`config.mk`:
```
export PLATFORM = sky130hd
export DESIGN_NAME = wave_bram_writer
export DESIGN_NICKNAME = d
export VERILOG_FILES = /design/src/rtl/wave_pkg.sv /design/src/rtl/wave_wr_addr_gen.sv /design/src/rtl/wave_bram_writer.sv
export SDC_FILE = /design/constraint.sdc
export NUM_CORES = 1
export LEC_CHECK = 0
export BUFFER_PORTS_ARGS = -buffer_cell sky130_fd_sc_hd__buf_2
export CAP_MARGIN = 20
export CORE_MARGIN = 2
export CORE_UTILIZATION = 40
export DETAILED_ROUTE_END_ITERATION = 7
export PLACE_DENSITY = 0.69
export SLEW_MARGIN = 40
export SYNTH_ARGS = -nofsm -noshare
export SYNTH_HDL_FRONTEND = slang
export SYNTH_SLANG_ARGS = --single-unit
```
`constraint.sdc`:
```
create_clock -name clk -period 2.7 [get_ports clk]
set_input_delay 0.81 -clock clk [delete_from_list [all_inputs] [get_ports clk]]
set_output_delay 0.81 -clock clk [all_outputs]
set_load 0.02 [all_outputs]
```
`src/rtl/wave_pkg.sv`:
```
// Shared definitions for the waveform BRAM writer and the BRAM-reading controller:
// load states and the word layout of the waveform image in BRAM.
package wave_pkg;

  typedef enum logic [2:0] {
    ST_IDLE    = 3'd0,
    ST_HDR_DIV = 3'd1,
    ST_HDR_CNT = 3'd2,
    ST_SAMPLES = 3'd3,
    ST_CHK     = 3'd4,
    ST_DONE    = 3'd5,
    ST_ERROR   = 3'd6
  } wave_state_t;

  localparam logic [31:0] WORD_BYTES  = 32'd4;
  localparam logic [31:0] HDR_DIV_OFS = 32'd0;
  localparam logic [31:0] HDR_CNT_OFS = 32'd4;
  localparam logic [31:0] SAMPLE_OFS  = 32'd8;

  // Byte offset of sample k relative to word 0 of the image.
  function automatic logic [31:0] sample_ofs(input logic [31:0] k);
    return SAMPLE_OFS + (k * WORD_BYTES);
  endfunction

endpackage

```
`src/rtl/wave_wr_addr_gen.sv`:
```
// Address and sample counters for the waveform writer: a byte-offset counter that
// advances one word per BRAM write, and a down-counter of samples still to come.
module wave_wr_addr_gen
  import wave_pkg::*;
(
  input  logic        clk,
  input  logic        rstn,
  input  logic        clear,
  input  logic        wr_xfer,
  input  logic        load_cnt,
  input  logic [31:0] cnt_in,
  input  logic        smp_xfer,
  output logic [31:0] wr_ofs,
  output logic        last_smp
);

  logic [31:0] ofs_q;
  logic [31:0] remain_q;

  // Header and sample words are contiguous, so one running offset covers all of them.
  always_ff @(posedge clk or negedge rstn) begin
    if (!rstn) begin
      ofs_q    <= 32'd0;
      remain_q <= 32'd0;
    end else if (clear) begin
      ofs_q    <= HDR_DIV_OFS;
      remain_q <= 32'd0;
    end else begin
      if (wr_xfer) ofs_q <= ofs_q + WORD_BYTES;
      if (load_cnt) remain_q <= cnt_in;
      else if (smp_xfer) remain_q <= remain_q - 32'd1;
    end
  end

  assign wr_ofs   = ofs_q;
  assign last_smp = (remain_q == 32'd1);

endmodule

```
`src/rtl/wave_bram_writer.sv`:
```
// Loads a streamed waveform image (divisor, count, samples) into BRAM and releases the
// reading controller once done. Optional trailing checksum word: WAVE_WR_CHECKSUM_EN.
//
// state      | meaning
// -----------+-----------------------------------------------------------
// IDLE       | waiting for start
// HDR_DIV    | accept frequency divisor word, write to word 0
// HDR_CNT    | accept sample count N, write to word 1, range-check N
// SAMPLES    | accept and write N sample words
// CHK        | accept checksum word (not written), compare with running sum
// DONE       | image loaded, controller released from reset
// ERROR      | overflow or checksum error, flags held until next start
module wave_bram_writer #(
  parameter int unsigned MAX_SAMPLES = 4096,
  parameter logic [31:0] BASE_ADDR   = 32'h0000_0000
) (
  input  logic        clk,
  input  logic        rstn,
  input  logic        start,
  input  logic [31:0] s_data,
  input  logic        s_valid,
  output logic        s_ready,
  output logic [31:0] bram_addr,
  output logic [31:0] bram_wrdata,
  output logic        bram_en,
  output logic [3:0]  bram_we,
  output logic        ctrl_rstn,
  output logic        load_done,
  output logic        err_overflow,
  output logic        err_checksum
);
  import wave_pkg::*;

  localparam logic [31:0] MAX_CNT = 32'(MAX_SAMPLES);
`ifdef WAVE_WR_CHECKSUM_EN
  localparam wave_state_t LOAD_END = ST_CHK;
`else
  localparam wave_state_t LOAD_END = ST_DONE;
`endif

  wave_state_t state_q, state_d;
  logic        xfer, wr_xfer, smp_xfer, load_cnt, clear, set_ovf;
  logic        last_smp, done_q;
  logic [31:0] wr_ofs;

`ifdef WAVE_WR_CHECKSUM_EN
  logic [31:0] csum_q;
  logic        set_csum;
  logic        err_checksum_q;
`endif

  assign s_ready = (state_q == ST_HDR_DIV) || (state_q == ST_HDR_CNT) ||
                   (state_q == ST_SAMPLES) || (state_q == ST_CHK);
  assign xfer    = s_ready && s_valid;

  always_ff @(posedge clk or negedge rstn) begin
    if (!rstn) state_q <= ST_IDLE;
    else       state_q <= state_d;
  end

  always_comb begin
    state_d  = state_q;
    clear    = 1'b0;
    set_ovf  = 1'b0;
    wr_xfer  = 1'b0;
    smp_xfer = 1'b0;
    load_cnt = 1'b0;
`ifdef WAVE_WR_CHECKSUM_EN
    set_csum = 1'b0;
`endif
    case (state_q)
      ST_IDLE, ST_DONE, ST_ERROR: begin
        if (start) begin
          clear   = 1'b1;
          state_d = ST_HDR_DIV;
        end
      end
      ST_HDR_DIV: begin
        if (xfer) begin
          wr_xfer = 1'b1;
          state_d = ST_HDR_CNT;
        end
      end
      ST_HDR_CNT: begin
        if (xfer) begin
          wr_xfer  = 1'b1;
          load_cnt = 1'b1;
          if (s_data > MAX_CNT) begin
            set_ovf = 1'b1;
            state_d = ST_ERROR;
          end else if (s_data == 32'd0) begin
            state_d = LOAD_END;
          end else begin
            state_d = ST_SAMPLES;
          end
        end
      end
      ST_SAMPLES: begin
        if (xfer) begin
          wr_xfer  = 1'b1;
          smp_xfer = 1'b1;
          if (last_smp) state_d = LOAD_END;
        end
      end
`ifdef WAVE_WR_CHECKSUM_EN
      ST_CHK: begin
        if (xfer) begin
          if (s_data == csum_q) begin
            state_d = ST_DONE;
          end else begin
            set_csum = 1'b1;
            state_d  = ST_ERROR;
          end
        end
      end
`endif
      default: state_d = ST_IDLE;
    endcase
  end

  wave_wr_addr_gen u_addr_gen (
    .clk      (clk),
    .rstn     (rstn),
    .clear    (clear),
    .wr_xfer  (wr_xfer),
    .load_cnt (load_cnt),
    .cnt_in   (s_data),
    .smp_xfer (smp_xfer),
    .wr_ofs   (wr_ofs),
    .last_smp (last_smp)
  );

  // Address and data hold their last value between writes; only en/we pulse.
  always_ff @(posedge clk or negedge rstn) begin
    if (!rstn) begin
      bram_en     <= 1'b0;
      bram_we     <= 4'h0;
      bram_addr   <= BASE_ADDR;
      bram_wrdata <= 32'd0;
    end else begin
      bram_en <= wr_xfer;
      bram_we <= wr_xfer ? 4'hF : 4'h0;
      if (wr_xfer) begin
        bram_addr   <= BASE_ADDR + wr_ofs;
        bram_wrdata <= s_data;
      end
    end
  end

  always_ff @(posedge clk or negedge rstn) begin
    if (!rstn) begin
      err_overflow <= 1'b0;
      done_q       <= 1'b0;
    end else begin
      done_q <= (state_q == ST_DONE);
      if (clear)        err_overflow <= 1'b0;
      else if (set_ovf) err_overflow <= 1'b1;
    end
  end

  // The final write lands the cycle after DONE is entered; done_q delays the release
  // by that cycle, while leaving DONE drops it at once.
  assign ctrl_rstn = (state_q == ST_DONE) && done_q;
  assign load_done = (state_q == ST_DONE);

`ifdef WAVE_WR_CHECKSUM_EN
  always_ff @(posedge clk or negedge rstn) begin
    if (!rstn) begin
      csum_q         <= 32'd0;
      err_checksum_q <= 1'b0;
    end else begin
      if (clear)        csum_q <= 32'd0;
      else if (wr_xfer) csum_q <= csum_q + s_data;
      if (clear)         err_checksum_q <= 1'b0;
      else if (set_csum) err_checksum_q <= 1'b1;
    end
  end
  assign err_checksum = err_checksum_q;
`else
  assign err_checksum = 1'b0;
`endif

endmodule

```
==> results by group <==
Global route
  • First-pass GRT wire length: 25600 um
  • Initial antenna violation count: 0
  • Grt total ovfl: 0
  • Pin count of the biggest net entering global routing: 60
  • All-Layer GR Usage: 19.5%
  • Vias in the first global route: 5068

Worst setup path
  • Worst R2R Path Depth: 8
  • Critical Path AT: 2820 ps
  • CP endpoint kind: register
  • R2r startpoint: u_addr_gen.remain_q[0]
  • CP Class: reg2reg
  • Worst Path Required: 2990 ps
  • Critical Path Start Type: register
  • Crit-path max FO: 7
  • Crit. Startpoint: u_addr_gen.remain_q[0]

Timing
  • Least-Margin Pin Slew: 670 ps
  • Final worst path period share: 93.8%
  • Worst Skew: 8.13 ps
  • Maximum clock frequency: 395 MHz
  • Setup-failing EPs final: 0
  • Final slew viol count: 0
  • Final hold slack: 381 ps
  • Worst relative slew slack: 54.9%
  • Unrepaired setup endpoints after global routing: no
  • Fin. Hold Viols: 0
  • Final Critical Period: 2530 ps
  • Setup TNS: 0 ps

Clock network
  • TritonCTS clock tree: built
  • Clock Path Buffers: 2
  • Post-cts sizing count: 0
  • CTS clk-pin slew, worst paths: 60 ps
  • Clock Latency Late Sink: 420 ps
  • CTS Sinks: 130
  • CTS buffer count: 17
  • CTS H-tree lvls: 4
  • Post-CTS setup repair buffer count: 0
  • CTS Hold Bufs: 0
  • CTS Root Buffer Type: clkbuf_16

Place
  • Gpl congestion: 0.893
  • Final HPWL DP: 10800 um
  • Placed instance area: 7110 um2
  • Port Buf Inserts: 106

Finish
  • Area grow syn2layout: 22.5%
  • Share of cells above drive strength 1: 31.3%
  • # diodes: 0
  • Most common cell after layout, fill and taps aside: dfrtp_1
  • Most frequent cells in the layout: 130 x dfrtp_1, 105 x buf_2, 62 x mux2_2
  • Final Core Density: 50.6%
  • Cell area after layout: 7740 um2
  • Layout net count: 746

Route
  • Routed via count: 5111
  • WL/cell: 16.5 um
  • Post-route DRC: 0
  • DR vias/cell: 5.49
  • DR pass1 iterations: 5
  • Post-route ant nets: 0
  • Final WL: 15400 um
  • Starting DRC count in detailed routing: 401

Logic synthesis
  • Syn avg cell area: 10.5 um2
  • Post-Synthesis Cell Area: 6320 um2
  • #FFs+latches synth: 130
  • EDFF count, synth: 0
  • Post-Synthesis Cells: 600
  • Post-synthesis async set-or-reset flop share: 100%
  • Sequential share of the synthesized area: 51.5%
  • Netlist cell types: 56
  • Top_reg_cell synth: dfrtp_1
  • Yosys Warn Count: 0

Pwr
  • P_leak: 3.59 nW
  • PwrDens: 1120 nW/um2
  • Maximum vdd drop: 505 uV

Die
  • Starting density of the core: 41.3%
  • Die Ht: 130 um
  • Core Area: 15300 um2
  • Chip width: 130 um
  • # rows: 45
  • IO Count: 110
  • Die footprint: 16800 um2

Outcome
  • Status: finished clean

Hold path
  • Worst Hold Class: in2async

Flow run
  • Max Cap Violations: 0
==> routing by layer <==
metal,global-route usage [%],share of wire (%),vias to the layer above
met5,0,0,-
met4,7.34,2.6,0
met3,5.37,5.8,39
met2,32.0,51,179
met1,24.9,41,2530
li1,-,-,2363
==> worst max-delay path, stage by stage, from the launching register on <==
cell     delay, ps
dfrtp_1        430
inv_1          120
ha_1           200
or4b_1         610
or3_4          430
nor2_1         240
a21oi_1        100
o21ai_0        150
o21ai_0        120
==> flip-flops by register name, indices dropped and copies added, names as in the netlist <==
name                 cells
state_q                  3
u_addr_gen.wr_ofs       30
bram_wrdata             32
u_addr_gen.remain_q     32
bram_addr               30
err_overflow             1
done_q                   1
bram_we                  1
==> synth_stat cells, types with 4 or more instances <==
master | number | area, um2
dfrtp_1 | 130 | 3250
nor4_1 | 13 | 81.3
nor3_1 | 20 | 100
and4_1 | 4 | 35.0
nand2_1 | 38 | 143
nand2b_1 | 4 | 25.0
a32oi_1 | 5 | 43.8
inv_1 | 10 | 37.5
and3_1 | 5 | 31.3
a21oi_1 | 26 | 130
xor2_1 | 17 | 149
xnor2_1 | 26 | 228
and2_1 | 5 | 31.3
buf_4 | 7 | 52.6
nor2b_1 | 5 | 31.3
o31ai_1 | 5 | 37.5
mux2_2 | 62 | 698
a21o_1 | 10 | 75.1
clkbuf_1 | 20 | 75.1
or3_1 | 12 | 75.1
nor2_1 | 53 | 199
nand3_1 | 16 | 80.1
o21ai_0 | 50 | 250
nand4_1 | 11 | 68.8
buf_2 | 4 | 20.0
==> logic make-up after synthesis <==
family	after synthesis	synth area share [%]
XOR/XNOR	43	5.96
AND/OR/NAND/NOR	200	16.6
flip-flops	130	51.5
multiplexers	64	11.4
other	1	0.0593
buffers and inverters	46	3.35
AO/OA/AOI/OAI	113	10.7
adder cells (fa/ha/maj)	3	0.594
==> per-stage QoR <==
stage	setup WS (ps)	instances	power (mW)
3_5_place_dp	230	899	6.23
4_1_cts	26.6	931	8.72
5_1_grt	10.7	931	9.20
3_3_place_gp	223	899	6.14
2_1_floorplan	456	602	5.23
6_report	167	931	8.69
==> final cells by class <==
type | instances | area (um2)
clock buffer | 22 | 474
fill | 1400 | 7570
timing repair buffer | 121 | 683
multi-input combinational | 426 | 2870
inverter | 11 | 41.3
clock inverter | 10 | 155
sequential | 130 | 3250
tap | 211 | 264
==> path summary, 6_finish.rpt <==
kind,to,slack [ps]
max,u_addr_gen.remain_q[24],170
max in group asynchronous,bram_addr[26],1660
min in group clk,bram_addr[4],500
min,u_addr_gen.remain_q[26],380
min reg2reg,bram_addr[4],500
max reg2reg,u_addr_gen.remain_q[24],170
==> power by group <==
| group | internal (mW) | switching, mW |
|---|---|---|
| clock | 1.61 | 0.841 |
| combinational | 1.31 | 2.00 |
| sequential | 2.48 | 0.450 |
| total | 5.40 | 3.29 |
Note: power is estimated with default switching activity, not from simulation.
